**src/rtl/mdu_pkg.sv**
```systemverilog
// Shared definitions for the MIPS multiply/divide unit: op codes, FSM states
// and the divide-by-zero quotient pattern.
package mdu_pkg;

  localparam logic [2:0] OP_MULT  = 3'b000;
  localparam logic [2:0] OP_MULTU = 3'b001;
  localparam logic [2:0] OP_DIV   = 3'b010;
  localparam logic [2:0] OP_DIVU  = 3'b011;
  localparam logic [2:0] OP_MTHI  = 3'b100;
  localparam logic [2:0] OP_MTLO  = 3'b101;

  typedef enum logic [1:0] {
    IDLE = 2'd0,
    CALC = 2'd1,
    FIX  = 2'd2
  } state_t;

  // Wide enough for any operand width up to 64; the unit slices what it needs.
  localparam logic [63:0] DIV0_LO = '1;

endpackage

```
**src/rtl/mdu_hilo.sv**
```systemverilog
// Iterative multiply/divide unit with architectural HI/LO registers.
// One shift-add or restoring-divide step per cycle over a shared accumulator.
module mdu_hilo
  import mdu_pkg::*;
#(
  parameter int unsigned WIDTH = 32
) (
  input  logic             clk,
  input  logic             rst,
  input  logic             start,
  input  logic [2:0]       op,
  input  logic [WIDTH-1:0] rs_data,
  input  logic [WIDTH-1:0] rt_data,
  output logic             busy,
  output logic             done,
  output logic [WIDTH-1:0] hi,
  output logic [WIDTH-1:0] lo
);

  localparam int unsigned CW = $clog2(WIDTH);

  state_t             state;
  logic [CW-1:0]      cnt;
  logic [2*WIDTH-1:0] acc;
  logic [WIDTH-1:0]   opB;
  logic [WIDTH-1:0]   rawA;
  logic               isDiv;
  logic               negRes;
  logic               negRem;
  logic               divZero;

  logic               opSigned;
  logic               negA;
  logic               negB;
  logic [WIDTH-1:0]   magA;
  logic [WIDTH-1:0]   magB;
  logic [WIDTH:0]     mulSum;
  logic [WIDTH:0]     trial;
  logic [2*WIDTH-1:0] accNext;
  logic [2*WIDTH-1:0] prod;
  logic [WIDTH-1:0]   quot;
  logic [WIDTH-1:0]   rem;

  always_comb begin
    opSigned = (op == OP_MULT) || (op == OP_DIV);
    negA     = opSigned & rs_data[WIDTH-1];
    negB     = opSigned & rt_data[WIDTH-1];
    magA     = negA ? -rs_data : rs_data;
    magB     = negB ? -rt_data : rt_data;

    // Multiply: low half holds the remaining multiplier bits, high half the partial product.
    mulSum   = {1'b0, acc[2*WIDTH-1:WIDTH]} + (acc[0] ? {1'b0, opB} : '0);
    // Divide: high half is the partial remainder, low half shifts in quotient bits.
    trial    = acc[2*WIDTH-1:WIDTH-1] - {1'b0, opB};

    if (isDiv) begin
      if (trial[WIDTH])
        accNext = {acc[2*WIDTH-2:0], 1'b0};
      else
        accNext = {trial[WIDTH-1:0], acc[WIDTH-2:0], 1'b1};
    end else begin
      accNext = {mulSum, acc[WIDTH-1:1]};
    end

    prod = negRes ? -acc : acc;
    quot = negRes ? -acc[WIDTH-1:0] : acc[WIDTH-1:0];
    rem  = negRem ? -acc[2*WIDTH-1:WIDTH] : acc[2*WIDTH-1:WIDTH];
  end

  always_ff @(posedge clk or negedge rst) begin
    if (!rst) begin
      state   <= IDLE;
      cnt     <= '0;
      acc     <= '0;
      opB     <= '0;
      rawA    <= '0;
      isDiv   <= 1'b0;
      negRes  <= 1'b0;
      negRem  <= 1'b0;
      divZero <= 1'b0;
      busy    <= 1'b0;
      done    <= 1'b0;
      hi      <= '0;
      lo      <= '0;
    end else begin
      done <= 1'b0;
      unique case (state)
        IDLE: begin
          if (start) begin
            unique case (op)
              OP_MTHI: hi <= rs_data;
              OP_MTLO: lo <= rs_data;
              OP_MULT, OP_MULTU, OP_DIV, OP_DIVU: begin
                isDiv   <= op[1];
                acc     <= {{WIDTH{1'b0}}, magA};
                opB     <= magB;
                rawA    <= rs_data;
                negRes  <= negA ^ negB;
                negRem  <= negA;
                divZero <= (rt_data == '0);
                cnt     <= '0;
                busy    <= 1'b1;
                state   <= CALC;
              end
              default: ;
            endcase
          end
        end
        CALC: begin
          acc <= accNext;
          cnt <= cnt + 1'b1;
          if (cnt == CW'(WIDTH - 1)) begin
            cnt   <= '0;
            state <= FIX;
          end
        end
        FIX: begin
          if (!isDiv) begin
            {hi, lo} <= prod;
          end else if (divZero) begin
            hi <= rawA;
            lo <= DIV0_LO[WIDTH-1:0];
          end else begin
            hi <= rem;
            lo <= quot;
          end
          busy  <= 1'b0;
          done  <= 1'b1;
          state <= IDLE;
        end
        default: state <= IDLE;
      endcase
    end
  end

endmodule

```
**config.mk**
```make
export PLATFORM = sky130hd
export DESIGN_NAME = mdu_hilo
export DESIGN_NICKNAME = d
export VERILOG_FILES = /design/src/rtl/mdu_pkg.sv /design/src/rtl/mdu_hilo.sv
export SDC_FILE = /design/constraint.sdc
export NUM_CORES = 1
export LEC_CHECK = 0
export CAP_MARGIN = 20
export CORE_ASPECT_RATIO = 1.1
export CORE_UTILIZATION = 66
export CTS_BUF_LIST = sky130_fd_sc_hd__clkbuf_2 sky130_fd_sc_hd__clkbuf_4 sky130_fd_sc_hd__clkbuf_8
export CTS_CLUSTER_SIZE = 16
export DETAILED_ROUTE_END_ITERATION = 7
export PLACE_DENSITY = 0.86
export SETUP_SLACK_MARGIN = 0.15
export SLEW_MARGIN = 10
export SYNTH_ARGS = -nofsm -noshare
export SYNTH_HDL_FRONTEND = slang
export SYNTH_SLANG_ARGS = --single-unit
export TNS_END_PERCENT = 20
```
**constraint.sdc**
```tcl
create_clock -name clk -period 9.05 [get_ports clk]
set_clock_uncertainty 0.05 [all_clocks]
set_input_delay 1.81 -clock clk [delete_from_list [all_inputs] [get_ports clk]]
set_output_delay 1.81 -clock clk [all_outputs]
set_load 0.005 [all_outputs]
```
==> results.toml <==
[placement]
numPortBuffers = 135
gp_congestion = 1.00
dp_hpwl_um = 37200

[outcome]
outcome = "complete, but fails checks"
violations = "DRC"

[global_route]
antenna_found_initial = 0
grt_use_total_pct = 40.5
grt_pass1_wl_um = 84200
grt_pass1_vias = 16400
grt-ovfl-total = 0
grt_max_degree = 92

[yosys]
yosysTopAreaCell = "dfrtp_1"
async_flop_share_pct = 100
synth.avg_cell_area_um2 = 7.68
seq_area_frac_synth_pct = 30.8
ys_ff_latch = 205
synth_cells = 2171
yosysTopAreaCellShare_pct = 30.8
yosysMostFrequentCell = "nand2_1"
synth.distinct_cells = 79
synthTopCellsByArea = "dfrtp_1 (31%), nand2_1 (8.0%), o21ai_0 (7.0%)"
synth_warnings = 0
netlist_area_um2 = 16700
synth_flop_cell = "dfrtp_1"
synth_edf_count = 0
synth_nets = 2313
synth_common_cells = "nand2_1 (357), o21ai_0 (234), dfrtp_1 (205), nor2_1 (165), clkbuf_1 (125)"

[run]
maxCapViolations = 0

[setup_path]
worstSetupEndpointType = "register"
reg2reg_to = "acc[50]$_DFFE_PN0P_"
rr_worst_depth = 12
worstSetupPathType = "in -> reg"
critPathArrivalTime_ps = 5000
critPathLaunch = "rs_data[0]"
cpPeakStageDelay_ps = 520
rrSetupSlack_ps = 4710
r2r_start = "acc[31]$_DFFE_PN0P_"
timing.critical_path.mode_cell = "nand2_1"
crit_required_ps = 9400
start_kind = "input pin"
crit_chain = "clkdlybuf4s50_1, inv_1, ha_1, nor3b_1, and4_1, nor2b_1, nand2_1, o41ai_1, xor2_1, nand2_1, o211ai_1, o21ai_0"
cp_max_fo = 7
worst_path_max_delay_cell = "nor3b_1"

[power_and_ir_drop]
powerDensity_nw_per_um2 = 397
ir_worst_vdd_uv = 394
power_leakage_nw = 8.02
power_mw = 7.49

[route]
ant_nets = 0
drc = 1
dr.pass1.iters = 8
detail_route.wl_per_cell_um = 20.5
routed_via_density = 6.73
num_vias = 17200
routed_wl_um = 52400
drt_iter0_drc = 1947

[floorplan]
fp.dieH_um = 169
fp-row-count = 60
io_pins = 136
die_area_um2 = 25900
core-area_um2 = 24600
initial_core_util_pct = 67.7
die_w_um = 154

[clocking]
ctsHoldBuffers = 0
cts_resized = 0
clock_latency_ps = 550
cts_tree = "built"
htree_levels = 2
cts.sinks = 205
clk_pin_slew_ps = 60
post-cts-setup-buffer-count = 0
clk_path_buf_depth = 3
clock-root-buffer = "clkbuf_8"
numCtsBuffers = 37

[layout]
area_growth_pct = 13.1
multiInputGateArea_um2 = 10800
seq_area_um2 = 5130
num_antenna_cells = 0
fin_util_pct = 76.6
layout.nets = 2361
drive_above_1_share_pct = 5.39
nFillCells = 1852

[timing]
timing.slew.headroom_pct = 31.1
hold_viol_final = 0
final.period_utilization_pct = 51.3
tightest_slew_ps = 1030
fmax_mhz = 215
fin_tns_setup_ps = 0
setup_viol = 0
rsz0062_at_grt = "no"
finalMaxSlewViolations = 0
post-route-min-period_ps = 4650

[worst_hold_path]
holdPathEnd = "opB[12]$_DFFE_PN0P_"
worstHoldStart = "opB[12]$_DFFE_PN0P_"
min_path_type = "reg -> reg"
holdPathStages = 2
[flip-flops by register name, summed over array words and instances, names as in the netlist, 2 cells and up]
| name | cells |
|---|---|
| acc | 64 |
| cnt | 5 |
| hi | 32 |
| lo | 32 |
| opB | 32 |
| rawA | 32 |
| state | 2 |
[per-layer routing]
layer / global-route usage [%] / up-vias / share of wire (%)
li1: - / 7914 / -
met1: 50.7 / 8051 / 39
met2: 68.3 / 991 / 47
met3: 4.94 / 232 / 8.3
met4: 22.3 / 0 / 5.5
met5: 0 / - / 0
[cell usage in the layout, fill, tap and decap left out, types with 12 or more instances in the layout]
cell,n
o22ai_1,39
o21a_1,13
o31ai_1,25
nand2_1,357
o41ai_1,16
nor3_1,42
clkbuf_4,13
dfrtp_1,204
a21o_1,28
and3_1,18
ha_1,70
a31oi_1,23
a211oi_1,23
clkdlybuf4s50_1,134
o21ai_0,234
nand4_1,17
a21oi_1,119
or4_1,12
a22oi_1,18
or3_1,27
xor2_1,62
nand2b_1,17
inv_1,62
nor2_1,163
xnor2_1,108
mux2i_1,45
nand3_1,46
and2_1,15
nor2b_1,17
buf_4,20
nor4_1,23
clkbuf_8,47
o211ai_1,49
[power by group]
group | total (mW) | leakage [nW] | switching (mW) | internal, mW
logic | 4.58 | 5.11 | 2.64 | 1.94
clock network | 0.947 | 0.417 | 0.408 | 0.539
registers | 1.97 | 2.49 | 0.615 | 1.35
total | 7.49 | 8.02 | 3.66 | 3.83
[metrics by stage]
stage | instance area, um2 | hold slack (ps) | setup slack [ps] | std cells
2_1_floorplan | 16700 | 390 | 5110 | 2171
3_3_place_gp | 18000 | 405 | 4020 | 2487
3_5_place_dp | 18000 | 413 | 4020 | 2488
4_1_cts | 18800 | 432 | 4470 | 2553
5_1_grt | 18900 | 441 | 4090 | 2555
6_report | 18900 | 424 | 4400 | 2555
[cell type report]
cell class / instances / area share [%]
sequential: 205 / 27.2
clock inverter: 6 / 0.318
inverter: 63 / 1.25
timing repair buffer: 158 / 8.19
multi-input combinational: 1754 / 57.1
clock buffer: 59 / 3.88
tap: 310 / 2.06
[worst max path at each step]
stage | end | slack, ps | cells past startpoint
after floorplan | acc[26]$_DFFE_PN0P_ | 5110 | 11
after global placement | acc[26]$_DFFE_PN0P_ | 4020 | 12
after detailed placement | acc[26]$_DFFE_PN0P_ | 4020 | 12
after CTS | acc[26]$_DFFE_PN0P_ | 4470 | 12
after global routing | acc[26]$_DFFE_PN0P_ | 4090 | 12
final | acc[26]$_DFFE_PN0P_ | 4400 | 12
[critical path: cells and delay by family]
kind | cells | cell delay [ps]
xor gates and xnor gates | 1 | 180
AOI/OAI and AO/OA | 3 | 600
and+or+nand+nor | 5 | 1560
buffers and inverters | 2 | 650
adders and majority gates | 1 | 190
[cells by family after synthesis]
logic type      Yosys count  synth area share, %
simple gates            789                 21.5
compound gates          676                 25.6
buf+inv                 212                 4.86
flops                   205                 30.8
xor+xnor                170                 8.93
fa+ha+maj                72                 5.49
mux                      47                 2.84
No activity file was read; power rests on OpenSTA's default activity.
